## config.mk

```make
export PLATFORM = sky130hd
export DESIGN_NAME = cbus_rr_arbiter
export DESIGN_NICKNAME = d
export VERILOG_FILES = /design/src/rtl/cbus_rr_arbiter.sv
export SDC_FILE = /design/constraint.sdc
export NUM_CORES = 1
export LEC_CHECK = 0
export ABC_AREA = 0
export BUFFER_PORTS_ARGS = -buffer_cell sky130_fd_sc_hd__buf_2
export CORE_AREA = 2 2 215 217
export DETAILED_ROUTE_END_ITERATION = 12
export DIE_AREA = 0 0 217 219
export HOLD_SLACK_MARGIN = 0.12
export SLEW_MARGIN = 20
export SYNTH_ARGS = -nofsm -noshare
export SYNTH_HDL_FRONTEND = slang
export SYNTH_SLANG_ARGS = --single-unit
```

## constraint.sdc

```tcl
create_clock -name clk -period 1.3 [get_ports clk]
set_input_delay 0.13 -clock clk [delete_from_list [all_inputs] [get_ports clk]]
set_output_delay 0.13 -clock clk [all_outputs]
set_load 0.005 [all_outputs]
```

## src/rtl/cbus_rr_arbiter.sv

```systemverilog
// Round-robin arbiter for the shared cache bus. It holds each grant for a full burst.
// Define CBUS_ARB_ROUND_ROBIN_EN for rotating priority; otherwise fixed priority (index 0 wins).

package cbus_pkg;

  localparam int unsigned CBUS_ADDR_W = 32;
  localparam int unsigned CBUS_DATA_W = 64;
  localparam int unsigned CBUS_LEN_W  = 8;

  typedef struct packed {
    logic                     valid;
    logic                     is_write;
    logic [2:0]               size;
    logic [CBUS_LEN_W-1:0]    len;
    logic [CBUS_ADDR_W-1:0]   addr;
    logic [CBUS_DATA_W-1:0]   data;
    logic [CBUS_DATA_W/8-1:0] strobe;
  } cbus_req_t;

  typedef struct packed {
    logic                   ready;
    logic                   last;
    logic [CBUS_DATA_W-1:0] data;
  } cbus_resp_t;

endpackage

module cbus_rr_arbiter
  import cbus_pkg::*;
#(
  parameter int unsigned NUM_INPUTS = 2
) (
  input  logic       clk,
  input  logic       reset,
  input  cbus_req_t  ireqs  [NUM_INPUTS],
  output cbus_resp_t iresps [NUM_INPUTS],
  output cbus_req_t  oreq,
  input  cbus_resp_t oresp
);

  localparam int unsigned SEL_W = (NUM_INPUTS > 1) ? $clog2(NUM_INPUTS) : 1;

  typedef enum logic {
    IDLE,
    BUSY
  } state_t;

  state_t           state;
  logic [SEL_W-1:0] sel;
  logic [SEL_W-1:0] ptr;
  logic [SEL_W-1:0] winner;
  logic             found;
  logic             burst_done;

  assign burst_done = (state == BUSY) && oresp.ready && oresp.last;

  // First valid master at or after ptr, wrapping at NUM_INPUTS
  always_comb begin
    logic [SEL_W:0] cand;
    found  = 1'b0;
    winner = '0;
    cand   = '0;
    for (int unsigned k = 0; k < NUM_INPUTS; k++) begin
      cand = {1'b0, ptr} + (SEL_W+1)'(k);
      if (cand >= (SEL_W+1)'(NUM_INPUTS)) begin
        cand = cand - (SEL_W+1)'(NUM_INPUTS);
      end
      if (!found && ireqs[cand[SEL_W-1:0]].valid) begin
        found  = 1'b1;
        winner = cand[SEL_W-1:0];
      end
    end
  end

  // Grant FSM: latch winner in IDLE, hold until the downstream burst ends
  always_ff @(posedge clk) begin
    if (reset) begin
      state <= IDLE;
      sel   <= '0;
    end else begin
      case (state)
        IDLE: begin
          if (found) begin
            sel   <= winner;
            state <= BUSY;
          end
        end
        BUSY: begin
          if (burst_done) begin
            state <= IDLE;
          end
        end
        default: state <= IDLE;
      endcase
    end
  end

`ifdef CBUS_ARB_ROUND_ROBIN_EN
  logic [SEL_W-1:0] ptr_q;

  // Rotate priority past the master that just finished
  always_ff @(posedge clk) begin
    if (reset) begin
      ptr_q <= '0;
    end else if (burst_done) begin
      ptr_q <= (sel == SEL_W'(NUM_INPUTS - 1)) ? '0 : sel + SEL_W'(1);
    end
  end

  assign ptr = ptr_q;
`else
  assign ptr = '0;
`endif

  // Pass-through routing of the granted master; everything else idles at zero
  always_comb begin
    oreq = '0;
    for (int unsigned i = 0; i < NUM_INPUTS; i++) begin
      iresps[i] = '0;
    end
    if (state == BUSY) begin
      oreq = ireqs[sel];
      for (int unsigned i = 0; i < NUM_INPUTS; i++) begin
        if (sel == SEL_W'(i)) begin
          iresps[i] = oresp;
        end
      end
    end
  end

endmodule

```

Word level (Yosys, flattened, before mapping) --
Cells that the tools add are included.
Operators by class: muxes and demuxes 13, bitwise operators 2, reductions and logical operators 5, magnitude comparators 1
Operators with widths (count):
- two-way mux 117 bit | 4
- two-way mux 132 bit | 1
- two-way mux 66 bit | 2
- two-way mux 1 bit | 5
- logical AND 1 bit | 3
- >= comparator 2 bit (second input constant) | 1
- inverter 1 -> 2 bit | 1
- one-hot mux 1 bit (2 select lines) | 1
- AND reduction 2 bit | 1
- zero test 1 bit | 1
- inverter 1 bit | 1
Word-level totals: output and inout port bits 249, register bits 2

Longest topological paths before layout --
depth after elaboration 6, mapped depth 5

Worst setup path after synthesis --
Ideal clock, no wire load.
path kind reg2out, start point register sel, end point output port oreq[100] (netlist name), setup slack 0.204 ns, stages on the path, launching flop included 6, data required time 1.170 ns, arrival 0.966 ns, path through dfxtp_1 buf_4 buf_12 buf_8 mux2i_1 nor2_1
RTL lines:
- start, declared | line 49 | logic [SEL_W-1:0] sel;
- start signal, assigned | line 84 | sel <= winner;
- end, declared | line 37 | output cbus_req_t oreq,

==> metrics.log <==
[metrics] Clock Skew: 3.15 ps
[metrics] clock root buffer master: sky130_fd_sc_hd__clkbuf_16
[metrics] fraction of layout instances using a drive strength above 1: 64.3%
[metrics] crit path buf inv count: 5
[metrics] worst slew margin relative to its limit: 84.4%
[metrics] Netlist Area Pre-Place: 2910 µm²
[metrics] Fin. Hold Viols: 0
[metrics] Yosys top cell area share: 40.3%
[metrics] post-synthesis cell count: 423
[metrics] kind of critical path: reg2out
[metrics] average wire length per cell after detail routing: 11.7 µm
[metrics] Iteration-0 DRC Markers: 197
[metrics] result of the run: finished, violations left
[metrics] standard cell core area: 45100 µm²
[metrics] total of max-cap violations: 0
[metrics] endpoint class of the critical path: primary output
[metrics] post-layout instance area: 7240 µm²
[metrics] Syn. warnings: 0
[metrics] Final Non-Filler Cells: 1601
[metrics] syn avg cell area: 6.88 µm²
[metrics] Total Power: 0.00297 W
[metrics] total clock buffers created by CTS: 3
[metrics] Max Clk Rate: 647 MHz
[metrics] Via density: 3.19
[metrics] peak supply drop: 0.000231 V
[metrics] register bit total from synthesis: 2
[metrics] sum of net half-perimeters after detailed placement: 14800 µm
[metrics] delay of the slowest cell on the worst path: 360 ps
[metrics] WP data required: 1170 ps
[metrics] period utilisation layout: 119%
[metrics] GRT Total Usage: 6.48%
[metrics] Post-Syn Nets: 725
[metrics] arrival time at the worst endpoint: 1420 ps
[metrics] slew of the pin with the lowest slew margin: 234 ps
[metrics] largest net degree at the start of global routing: 40
[metrics] post-detailed-placement cell area: 6410 µm²
[metrics] global-route wire length before repair: 24100 µm
[metrics] number of clock sinks: 2
[metrics] # rows: 78
[metrics] maximum fanout along the worst path: 5
[metrics] power per cell area: 410 nW/µm²
[metrics] antenna viol nets, final: 0
[metrics] maximum number of buffers from clock root to sink: 2
[metrics] critical path launch point type: flip-flop
[metrics] fill cell total of the finished layout: 5179
[metrics] TritonCTS clock tree: yes
[metrics] number of global-route vias before repair: 4339
[metrics] H-tree depth reported by CTS: 1
[metrics] effective utilization at floorplan: 6.45%
[metrics] setup repair after global routing missed its margin: yes
[metrics] total number of vias: 5107
[metrics] final estimated routing congestion in global placement: 0.850
[metrics] failing checks: setup timing
[metrics] fin. max-slew vios: 0
[metrics] count of unique library cells instantiated by Yosys: 19
[metrics] share of flip-flops with an asynchronous set or reset: 0%
[metrics] cells traversed along the worst timing path: buf_4 > clkbuf_16 > clkbuf_16 > buf_4 > and3_1 > buf_2
[metrics] die outline area: 47500 µm²
[metrics] number of antenna violations at the first check in global routing: 1
[metrics] highest-delay cell along the critical path: sky130_fd_sc_hd__dfxtp_4
[metrics] largest cells by area after synthesis: sky130_fd_sc_hd__mux2i_1 40%, sky130_fd_sc_hd__nor2_1 15%, sky130_fd_sc_hd__and2_1 14%
[metrics] sequential fraction of the synthesis area: 1.38%
[metrics] clock slew seen by the registers of the worst setup and hold paths: 30 ps
[metrics] list of most frequent post-synthesis cells: 117 x sky130_fd_sc_hd__mux2i_1, 117 x sky130_fd_sc_hd__nor2_1, 66 x sky130_fd_sc_hd__and2_1, 66 x sky130_fd_sc_hd__and3_1, 16 x sky130_fd_sc_hd__clkbuf_1
[metrics] sum of routed wire length over all layers: 18700 µm
[metrics] Hold/Removal Path Class: in2reg
[metrics] shortest clock period the worst path allows after layout: 1550 ps
[metrics] most used flip-flop cell after synthesis: sky130_fd_sc_hd__dfxtp_1
[metrics] Final nets: 1303
[metrics] number of enable-type register cells in the synthesized netlist: 0
[metrics] iteration count of the initial detailed-routing pass: 4
[metrics] Die Y: 219 µm
[metrics] critical path's top delay family: buffers and inverters
[metrics] I/O pin total: 551
[metrics] Layout Utilization: 16.1%
[metrics] library cell with the largest summed area after synthesis: sky130_fd_sc_hd__mux2i_1
[metrics] Setup-failing EPs final: 242
[metrics] Remaining Overflow, GRT: 0
[metrics] overall die width: 217 µm
[metrics] Leakage Power: 4.20 nW
[metrics] Area growth syn-to-layout: 149%
[metrics] DRC violation count after routing: 0
[metrics] insertion delay of the later-clocked pin in the worst-skew pair: 220 ps
[metrics] placed cell count: 1562
[metrics] IO Port Bufs: 550
[metrics] Worst Slack Setup Final: -246 ps
path summary, 6_finish.rpt:
kind,start,to,slack (ps),cells after the start
setup / recovery,sel,iresps[62],-250,6
hold reg to reg,state,state,720,2
setup reg to reg,sel,sel,130,5
hold / removal,ireqs[233],sel,130,2
registers in the layout (all words and copies together), names as in the netlist:
register and count:
state 1, sel 1
metrics by stage:
step | setup TNS, ps | hold WS [ps] | setup WS (ps)
6_report | -40920 | 127 | -246
4_1_cts | -47330 | 131 | -268
2_1_floorplan | 0 | 208 | 204
3_3_place_gp | -725 | 308 | -58.7
3_5_place_dp | -1250 | 308 | -65.5
5_1_grt | -54880 | 153 | -305
routing by layer:
layer | routed length [µm] | vias to the layer above | track usage (%)
li1 | - | 2583 | -
met1 | 7530 | 2232 | 7.76
met2 | 9770 | 284 | 12.4
met3 | 1230 | 8 | 0.762
met4 | 200 | 0 | 1.10
met5 | 0 | - | 0
area by class of cell:
class	count	area (µm²)	area share (%)
timing repair buffer	621	3810	52.6
multi-input combinational	371	2540	35.0
tap	600	751	10.4
clock buffer	4	78.8	1.09
sequential	2	47.5	0.656
inverter	2	12.5	0.173
antenna	1	2.50	0.0345
placed cells by master (no fill, tap or decap):
cell type	synthesis	final
sky130_fd_sc_hd__mux2i_2	0	10
sky130_fd_sc_hd__buf_6	6	19
sky130_fd_sc_hd__a311oi_1	1	1
sky130_fd_sc_hd__nor2b_4	1	1
sky130_fd_sc_hd__and3_4	0	2
sky130_fd_sc_hd__nor3_1	1	1
sky130_fd_sc_hd__buf_2	5	544
sky130_fd_sc_hd__clkbuf_16	0	8
sky130_fd_sc_hd__and2_1	66	61
sky130_fd_sc_hd__bufbuf_16	0	3
sky130_fd_sc_hd__nand2b_1	1	1
sky130_fd_sc_hd__buf_8	10	10
sky130_fd_sc_hd__a221oi_1	1	1
sky130_fd_sc_hd__buf_4	3	24
sky130_fd_sc_hd__buf_12	1	11
sky130_fd_sc_hd__buf_16	0	3
sky130_fd_sc_hd__diode_2	0	1
sky130_fd_sc_hd__inv_1	1	1
sky130_fd_sc_hd__dlygate4sd3_1	0	2
sky130_fd_sc_hd__and2_4	0	5
sky130_fd_sc_hd__clkbuf_1	16	1
sky130_fd_sc_hd__nor2_1	117	117
sky130_fd_sc_hd__inv_6	0	1
sky130_fd_sc_hd__and3_1	66	64
sky130_fd_sc_hd__dfxtp_4	0	2
sky130_fd_sc_hd__mux2i_1	117	107
power breakdown:
| part | total (W) | switching [W] | internal, W |
|---|---|---|---|
| clock network | 0.000478 | 0.0000741 | 0.000404 |
| logic | 0.00241 | 0.00103 | 0.00138 |
| registers | 0.0000791 | 0.0000129 | 0.0000662 |
cell families after synthesis:
family	count (synthesis)	synth area share, %
AO/OA/AOI/OAI	2	0.602
buffers and inverters	50	13.4
flip-flops	2	1.38
multiplexers	117	40.3
AND/OR/NAND/NOR	252	44.3
worst register-to-register path, cell delays in order, from the launching register on:
cell	delay [ps]
sky130_fd_sc_hd__dfxtp_4	380
sky130_fd_sc_hd__buf_4	130
sky130_fd_sc_hd__clkbuf_16	140
sky130_fd_sc_hd__buf_8	120
sky130_fd_sc_hd__inv_1	40
sky130_fd_sc_hd__a221oi_1	260
repair_timing:
item	4_1_cts	5_1_grt
cloned	9	7
pin swaps	5	2
hold buffers	2	0
endpoints found under the hold margin	2	0
gates resized for setup	45	25
buffers inserted	14	4
endpoints found under the setup margin	232	250
Note: power is estimated with default switching activity, not from simulation.
